$ cat config.mk
export PLATFORM = sky130hd
export DESIGN_NAME = spi_cmd_master
export DESIGN_NICKNAME = d
export VERILOG_FILES = /design/src/rtl/spi_cmd_master.sv
export SDC_FILE = /design/constraint.sdc
export NUM_CORES = 1
export LEC_CHECK = 0
export BUFFER_PORTS_ARGS = -buffer_cell sky130_fd_sc_hd__buf_2
export CAP_MARGIN = 40
export CORE_AREA = 2 2 85 103
export DETAILED_ROUTE_END_ITERATION = 7
export DIE_AREA = 0 0 87 105
export GPL_TIMING_DRIVEN = 1
export PLACE_DENSITY = 0.58
export RECOVER_POWER = 100
export SETUP_SLACK_MARGIN = 0.4
export SYNTH_ARGS = -nofsm -noshare
export SYNTH_HDL_FRONTEND = slang
export SYNTH_SLANG_ARGS = --single-unit
$ cat constraint.sdc
create_clock -name clk_in -period 3.4 [get_ports clk_in]
set_clock_uncertainty 0.15 [all_clocks]
set_input_delay 0.85 -clock clk_in [delete_from_list [all_inputs] [get_ports clk_in]]
set_output_delay 0.85 -clock clk_in [all_outputs]
set_load 0.1 [all_outputs]
$ cat src/rtl/spi_cmd_master.sv
// SPI mode-0 command master: sends 0-3 bytes of a 24-bit command, each byte in its own
// cs_n window, and returns the last byte clocked in on miso.
module spi_cmd_master #(
    parameter int HALF_DIV = 2,
    parameter int CS_SETUP = 5,
    parameter int CS_HOLD  = 5,
    parameter int GAP      = 5
) (
    input  logic        clk_in,
    input  logic        sys_rst,
    input  logic        cmd_valid,
    output logic        cmd_ready,
    input  logic [23:0] cmd_data,
    input  logic [1:0]  cmd_len,
    output logic        sclk,
    output logic        cs_n,
    output logic        mosi,
    input  logic        miso,
    output logic [7:0]  rx_data,
    output logic        rx_valid,
    output logic        done,
    output logic [2:0]  dbg_state
);

    localparam int T_MAX  = (CS_SETUP > CS_HOLD) ? ((CS_SETUP > GAP) ? CS_SETUP : GAP)
                                                 : ((CS_HOLD > GAP) ? CS_HOLD : GAP);
    localparam int CNT_W  = (T_MAX > 1) ? $clog2(T_MAX) : 1;
    localparam int DIV_W  = $clog2(HALF_DIV + 1);
    localparam logic [CNT_W-1:0] SETUP_LD = CNT_W'(CS_SETUP - 1);
    localparam logic [CNT_W-1:0] HOLD_LD  = CNT_W'(CS_HOLD - 1);
    localparam logic [CNT_W-1:0] GAP_LD   = CNT_W'(GAP - 1);
    localparam logic [DIV_W-1:0] DIV_LD   = DIV_W'(HALF_DIV - 1);

    typedef enum logic [2:0] {S_IDLE, S_SETUP, S_SHIFT, S_HOLD, S_GAP} state_t;

    state_t           state_q, state_d;
    logic [CNT_W-1:0] cnt_q, cnt_d;
    logic [DIV_W-1:0] div_q, div_d;
    logic [2:0]       bit_q, bit_d;
    logic [1:0]       byte_q, byte_d;
    logic [1:0]       len_q, len_d;
    logic [23:0]      data_q, data_d;
    logic [7:0]       rx_sh_q, rx_sh_d;
    logic [7:0]       rx_data_q, rx_data_d;
    logic             sclk_q, sclk_d;
    logic             cs_n_q, cs_n_d;
    logic             mosi_q, mosi_d;
    logic             rx_valid_q, rx_valid_d;
    logic             done_q, done_d;
    logic             ready_q, ready_d;
    logic [7:0]       cur_byte;
    logic             last_byte;

    // Handshake: a frame transfers on a rising edge where cmd_valid && cmd_ready; cmd_ready
    // is high only in IDLE, so once accepted the inputs are ignored until done pulses.
    always_comb begin
        cur_byte = data_q[7:0];
        case (byte_q)
            2'd0:    cur_byte = data_q[23:16];
            2'd1:    cur_byte = data_q[15:8];
            default: cur_byte = data_q[7:0];
        endcase
        last_byte = (len_q == 2'd0) || (byte_q == len_q - 2'd1);
    end

    always_comb begin
        state_d    = state_q;
        cnt_d      = cnt_q;
        div_d      = div_q;
        bit_d      = bit_q;
        byte_d     = byte_q;
        len_d      = len_q;
        data_d     = data_q;
        rx_sh_d    = rx_sh_q;
        rx_data_d  = rx_data_q;
        sclk_d     = sclk_q;
        cs_n_d     = cs_n_q;
        mosi_d     = mosi_q;
        rx_valid_d = 1'b0;
        done_d     = 1'b0;
        case (state_q)
            S_IDLE: begin
                if (cmd_valid && ready_q) begin
                    data_d = cmd_data;
                    len_d  = cmd_len;
                    byte_d = 2'd0;
                    // An empty frame passes through a one-cycle GAP with cs_n still high.
                    if (cmd_len == 2'd0) begin
                        state_d = S_GAP;
                        cnt_d   = '0;
                    end else begin
                        state_d = S_SETUP;
                        cs_n_d  = 1'b0;
                        sclk_d  = 1'b0;
                        cnt_d   = SETUP_LD;
                    end
                end
            end
            S_SETUP: begin
                if (cnt_q == '0) begin
                    state_d = S_SHIFT;
                    bit_d   = 3'd7;
                    div_d   = DIV_LD;
                    sclk_d  = 1'b0;
                    mosi_d  = cur_byte[7];
                end else begin
                    cnt_d = cnt_q - 1'b1;
                end
            end
            S_SHIFT: begin
                if (div_q != '0) begin
                    div_d = div_q - 1'b1;
                end else begin
                    div_d = DIV_LD;
                    if (!sclk_q) begin
                        sclk_d  = 1'b1;
                        rx_sh_d = {rx_sh_q[6:0], miso};
                    end else begin
                        sclk_d = 1'b0;
                        if (bit_q == 3'd0) begin
                            state_d    = S_HOLD;
                            cnt_d      = HOLD_LD;
                            rx_data_d  = rx_sh_q;
                            rx_valid_d = 1'b1;
                        end else begin
                            bit_d  = bit_q - 3'd1;
                            mosi_d = cur_byte[bit_q - 3'd1];
                        end
                    end
                end
            end
            S_HOLD: begin
                if (cnt_q == '0) begin
                    state_d = S_GAP;
                    cs_n_d  = 1'b1;
                    cnt_d   = GAP_LD;
                end else begin
                    cnt_d = cnt_q - 1'b1;
                end
            end
            S_GAP: begin
                if (cnt_q != '0) begin
                    cnt_d = cnt_q - 1'b1;
                end else if (last_byte) begin
                    state_d = S_IDLE;
                    done_d  = 1'b1;
                end else begin
                    byte_d  = byte_q + 2'd1;
                    state_d = S_SETUP;
                    cs_n_d  = 1'b0;
                    cnt_d   = SETUP_LD;
                end
            end
            default: state_d = S_IDLE;
        endcase
        ready_d = (state_d == S_IDLE);
    end

    always_ff @(posedge clk_in) begin
        if (sys_rst) begin
            state_q    <= S_IDLE;
            cnt_q      <= '0;
            div_q      <= '0;
            bit_q      <= 3'd0;
            byte_q     <= 2'd0;
            len_q      <= 2'd0;
            data_q     <= 24'h0;
            rx_sh_q    <= 8'h00;
            rx_data_q  <= 8'h00;
            sclk_q     <= 1'b0;
            cs_n_q     <= 1'b1;
            mosi_q     <= 1'b0;
            rx_valid_q <= 1'b0;
            done_q     <= 1'b0;
            ready_q    <= 1'b0;
        end else begin
            state_q    <= state_d;
            cnt_q      <= cnt_d;
            div_q      <= div_d;
            bit_q      <= bit_d;
            byte_q     <= byte_d;
            len_q      <= len_d;
            data_q     <= data_d;
            rx_sh_q    <= rx_sh_d;
            rx_data_q  <= rx_data_d;
            sclk_q     <= sclk_d;
            cs_n_q     <= cs_n_d;
            mosi_q     <= mosi_d;
            rx_valid_q <= rx_valid_d;
            done_q     <= done_d;
            ready_q    <= ready_d;
        end
    end

    assign cmd_ready = ready_q;
    assign sclk      = sclk_q;
    assign cs_n      = cs_n_q;
    assign mosi      = mosi_q;
    assign rx_data   = rx_data_q;
    assign rx_valid  = rx_valid_q;
    assign done      = done_q;
    assign dbg_state = state_q;

endmodule

* After elaboration in Yosys (flattened, before gate mapping)
Cells that the tools add are included.
Word-level totals: register bits 61, bits of input ports 30, output and inout bits 17, logic and storage cells 122
Operators by class: $add $sub $neg 5, magnitude comparators 1, eq/ne operators 18, muxes and demuxes 52, bitwise operators 4, reductions and logical operators 27
Operator list (number):
- 3-bit two-way mux | 21
- 3-bit case mux with 5 select lines | 2
- 2-bit inequality test (second input constant) | 11
- 1-bit two-way mux | 16
- 8-bit case mux with 2 select lines | 1
- 3-bit zero test | 4
- 2-bit two-way mux | 5
- 5-bit AND reduction | 2
- 3-bit nonzero test | 3
- 2-bit case mux with 2 select lines | 2
- 4-bit AND reduction | 2
- 7-bit AND reduction | 1
- 3-bit by 2-bit == test with 1-bit output (second input constant) | 2
- 2-bit zero test | 3
- 1-bit case mux with 3 select lines | 2
- 3-bit case mux with 2 select lines | 1
- 6-bit AND reduction | 1
- 2-bit nonzero test | 3
- 3-bit by 1-bit subtractor with 3-bit output (second input constant) | 2
- 5-bit nonzero test | 1
- 3-bit by 4-bit less-than comparator with 1-bit output (second input constant) | 1
- 1-bit inverter | 4
- 2-bit AND reduction | 2
- 4-bit OR reduction | 1
- other kinds (13) | 14

* Longest topological paths before layout
depth after elaboration 8, depth in mapped cells 8, mapped depth without buffers 7

* Worst setup path before layout
Ideal clock, no wire load.
kind register to register, from reg state_q[2] (netlist: dbg_state[2]), to reg cnt_q[2], setup time 133 ps, data arrival time 2276 ps, data required time 3117 ps, setup slack 841 ps, stages on the path, launching flop included 7, path buffers 1, clock period less this slack 2559 ps, cell sequence dfxtp_1 -> buf_2 -> and3b_1 -> a32o_1 -> or3_1 -> nor3_1 -> a211oi_2
On the way: word-level cells in the longest chain between the ends 3, elaborated cells between the ends (all ways) 14, classes of those cells eq/ne (10); mux (1); reduce/logical (3)
RTL lines:
- start: declaration | line 36 | state_t state_q, state_d;
- start signal: assignment | line 177 | state_q <= state_d;
- 3-bit == test (tied with other cells) | line 81 | case (state_q)
- 3-bit inequality test (no source line) (tied with other cells)
- 7-bit AND reduction (no source line)
- end signal: assignment | line 178 | cnt_q <= cnt_d;
- end: declaration | line 37 | logic [CNT_W-1:0] cnt_q, cnt_d;
Parallel ways exist; a longest one is shown, timed or not. A chain may end at the register's enable or synchronous reset.

* Final worst setup path
from reg state_q[1] (netlist: dbg_state[1]), to out dbg_state[1]
RTL lines:
- end: declaration | line 22 | output logic [2:0] dbg_state
No word-level cell between the ends.

==> metrics.csv <==
metric,value,unit
"Cell Chain, Critical Path",clkbuf_1,
clock-pin slew on the worst setup and hold paths,0.07,ns
layout cell share with drive strength beyond 1,14.93,%
detailed placer's ending HPWL,4483,microns
share of power burned in registers,43.5,%
relative slew slack,21.70,%
clk root buf,clkbuf_8,
r2r setup slk,0.74,ns
Slew @ Worst Pin,1.180,ns
critical path class,flip-flop to output port,
register area share after synthesis,43.90,%
Resize count post-CTS,0,
post-layout util,40.39,%
clock sinks,61,
post-synthesis net count,366,
DR pass1 iterations,4,
reg2reg start,dbg_state[1],
first-pass GRT wire length,10590,microns
clock buffer depth,2,
cell area after layout,3257,sq um
Slew Limit Fails,0,
fillers,827,
Die W,87,microns
grt ovf,0,
setup tns final,0,ns
postcts setup bufs,0,
initial core utilization,34.50,%
Unique masters post-synth,46,
leakage power,1.249,nW
total CTS buffers,9,
Tmin final,2.859,ns
number of flops mapped to enable cells by yosys,0,
Final Hold Fails,0,
Buf/Inv on CP,1,
die height,105,microns
Net Sw Frac,27.90,%
Post-CTS Hold Fix Bufs,0,
met1 WL,3026,microns
routed vias/inst,5.138,
Worst EP arrival,1.86,ns
Synth-to-Final Area Change,17.09,%
initial antenna violation count,0,
pwr dens,553.0,nW/um^2
port bufs,46,
WHS Path Cells,2,
CP startpoint kind,flip-flop,
hold wc startpoint,data_q[13],
outcome,completed,
vias post-DR,2415,
vias in the first global route,2247,
placed inst area,3065,sq um
metal2 WL,2842,microns
num rows,36,
WL/cell,13.46,microns
DRC Markers,0,
hold crit path type,flip-flop to flip-flop,
CTS tree,done,
Core ar.,8063,sq um
endpoints failing setup,0,
R2R depth,6,
routability congestion estimate,0.8978,
Power Total,0.001801,W
period utilization,84.08,%
CP top delay family,buffers and inverters,
# IOs,47,
unrepaired setup endpoints after global routing,no,
Setup crit end kind,output port,
Combinational Power Share,15.1,%
Mean Syn Cell Area,8.454,sq um
gr usage total,14.59,%
Critical-path top delay cell,clkbuf_1,
max capacitance violation total,0,
ys flop type,dfxtp_1,
Synth Cell Area,2781,sq um
Min-Delay Endpoint,data_q[13],
asr flop ratio synth,0,%
Max IR drop VDD,0.0002301,V
die area,9135,sq um
Highest Clock Rate,0.3498,GHz
Int Power,0.001298,W
max layer used,met4,
Routed met3 length,339,microns
final net count,407,
critical path depth,1,
pin count of the biggest net entering global routing,33,
Post-Syn Instances,329,
"antenna viol nets, final",0,
Diodes inserted,0,
DRT Wirelength,6327,microns
CP max FO,15,
Worst EP required,2.40,ns
Psw,0.0005025,W
H-tree Lvls,3,
#FFs+latches synth,61,
Clock power frac,41.4,%
Critical Path Max Stage Delay,0.91,ns
clk_lat worst skew,0.33,ns
initial drt markers,180,
Synth Warn #,0,
reg-to-reg endpoint,cnt_q[0],
## logic make-up after synthesis
| group | after synthesis | synth area share (%) |
|---|---|---|
| AO/OA/AOI/OAI | 88 | 20.69 |
| adder cells (fa/ha/maj) | 7 | 3.149 |
| multiplexers | 17 | 6.163 |
| flip-flops | 61 | 43.90 |
| buffers and inverters | 29 | 4.813 |
| AND/OR/NAND/NOR | 124 | 20.33 |
| XOR/XNOR | 3 | 0.9448 |
## synth_stat cells, types with 2 or more instances
cell       instances  area share, %
nor3b_1            3           0.81
a31oi_1            2           0.45
clkbuf_1          12            1.6
a211oi_1           6            1.6
or3_1              2           0.45
xor2_1             3           0.94
nand2_1           60            8.1
nor3_1             5           0.90
nor2_1            29            3.9
a2111oi_0          4            1.3
nand3b_1           2           0.54
or2_2              4           0.90
a221oi_1           2           0.63
a2bb2oi_1          2           0.63
inv_1              9            1.2
a211o_1            2           0.63
nand2b_1           5            1.1
buf_2              4           0.72
mux2i_1           16            5.8
dfxtp_1           61             44
o21bai_1           2           0.54
buf_6              2           0.81
a22oi_1            3           0.81
a22o_1             8            2.5
a21oi_1           43            7.7
nor4_1             3           0.67
ha_1               7            3.1
o21ai_0            6            1.1
nor2b_1            4           0.90
nand3_1            2           0.36
## metrics by stage
step	setup WS, ns	instances	hold WS (ns)
2_1_floorplan	0.8410	329	0.2860
3_5_place_dp	0.9107	454	0.2992
4_1_cts	0.8226	470	0.3101
3_3_place_gp	0.9738	454	0.2951
6_report	0.5414	470	0.3078
5_1_grt	0.4794	470	0.3291
## state kept, by name (all words and copies together), names as in the netlist, 2 cells and up
name,flops
div_q,2
dbg_state,3
rx_data,8
len_q,2
cnt_q,3
data_q,24
rx_sh_q,8
byte_q,2
bit_q,3
## per-layer routing
metal,track usage [%],up-vias
met2,20.99,51
met1,20.49,1120
met4,6.473,0
met5,0,-
li1,-,1234
met3,3.397,10
## placed cells by master, fill, tap and decap left out, types with 4 or more instances in the layout
cell type / Yosys / routed
a22o_1: 8 / 8
o21ai_0: 6 / 6
dfxtp_1: 61 / 61
nor2_1: 29 / 29
a2111oi_0: 4 / 5
clkbuf_8: 0 / 11
a211oi_1: 6 / 7
nand2b_1: 5 / 5
buf_2: 4 / 30
nor3_1: 5 / 5
ha_1: 7 / 7
inv_1: 9 / 9
nand2_1: 60 / 60
a21oi_1: 43 / 43
mux2i_1: 16 / 16
or2_2: 4 / 4
nor2b_1: 4 / 4
clkbuf_1: 12 / 17
## power by group through the flow
stage	Clock (W)	Combinational, W	Sequential, W
finish	0.000746	0.000272	0.000783
global route	0.000802	0.000303	0.000787
CTS	0.000769	0.000281	0.000782
detailed placement	0	0.000280	0.000798
global placement	0	0.000275	0.000798
floorplan	0	0.000178	0.000833
## cell type report
class / count / area [sq um] / area share (%)
clock buffer: 11 / 151.4 / 4.648
clock inverter: 5 / 82.58 / 2.536
inverter: 9 / 33.78 / 1.037
multi-input combinational: 239 / 1413 / 43.37
sequential: 61 / 1221 / 37.50
tap: 95 / 118.9 / 3.650
timing repair buffer: 50 / 236.5 / 7.261
## worst max-delay path by stage
stage	startpoint	to	slack (ns)
finish	dbg_state[1]	dbg_state[1]	0.54
CTS	dbg_state[2]	dbg_state[2]	0.82
global placement	cmd_len[1]	cnt_q[2]	0.97
floorplan	dbg_state[2]	cnt_q[2]	0.84
detailed placement	cmd_len[1]	cnt_q[2]	0.91
global route	dbg_state[1]	dbg_state[1]	0.48
(Power assumes the default switching activity.)
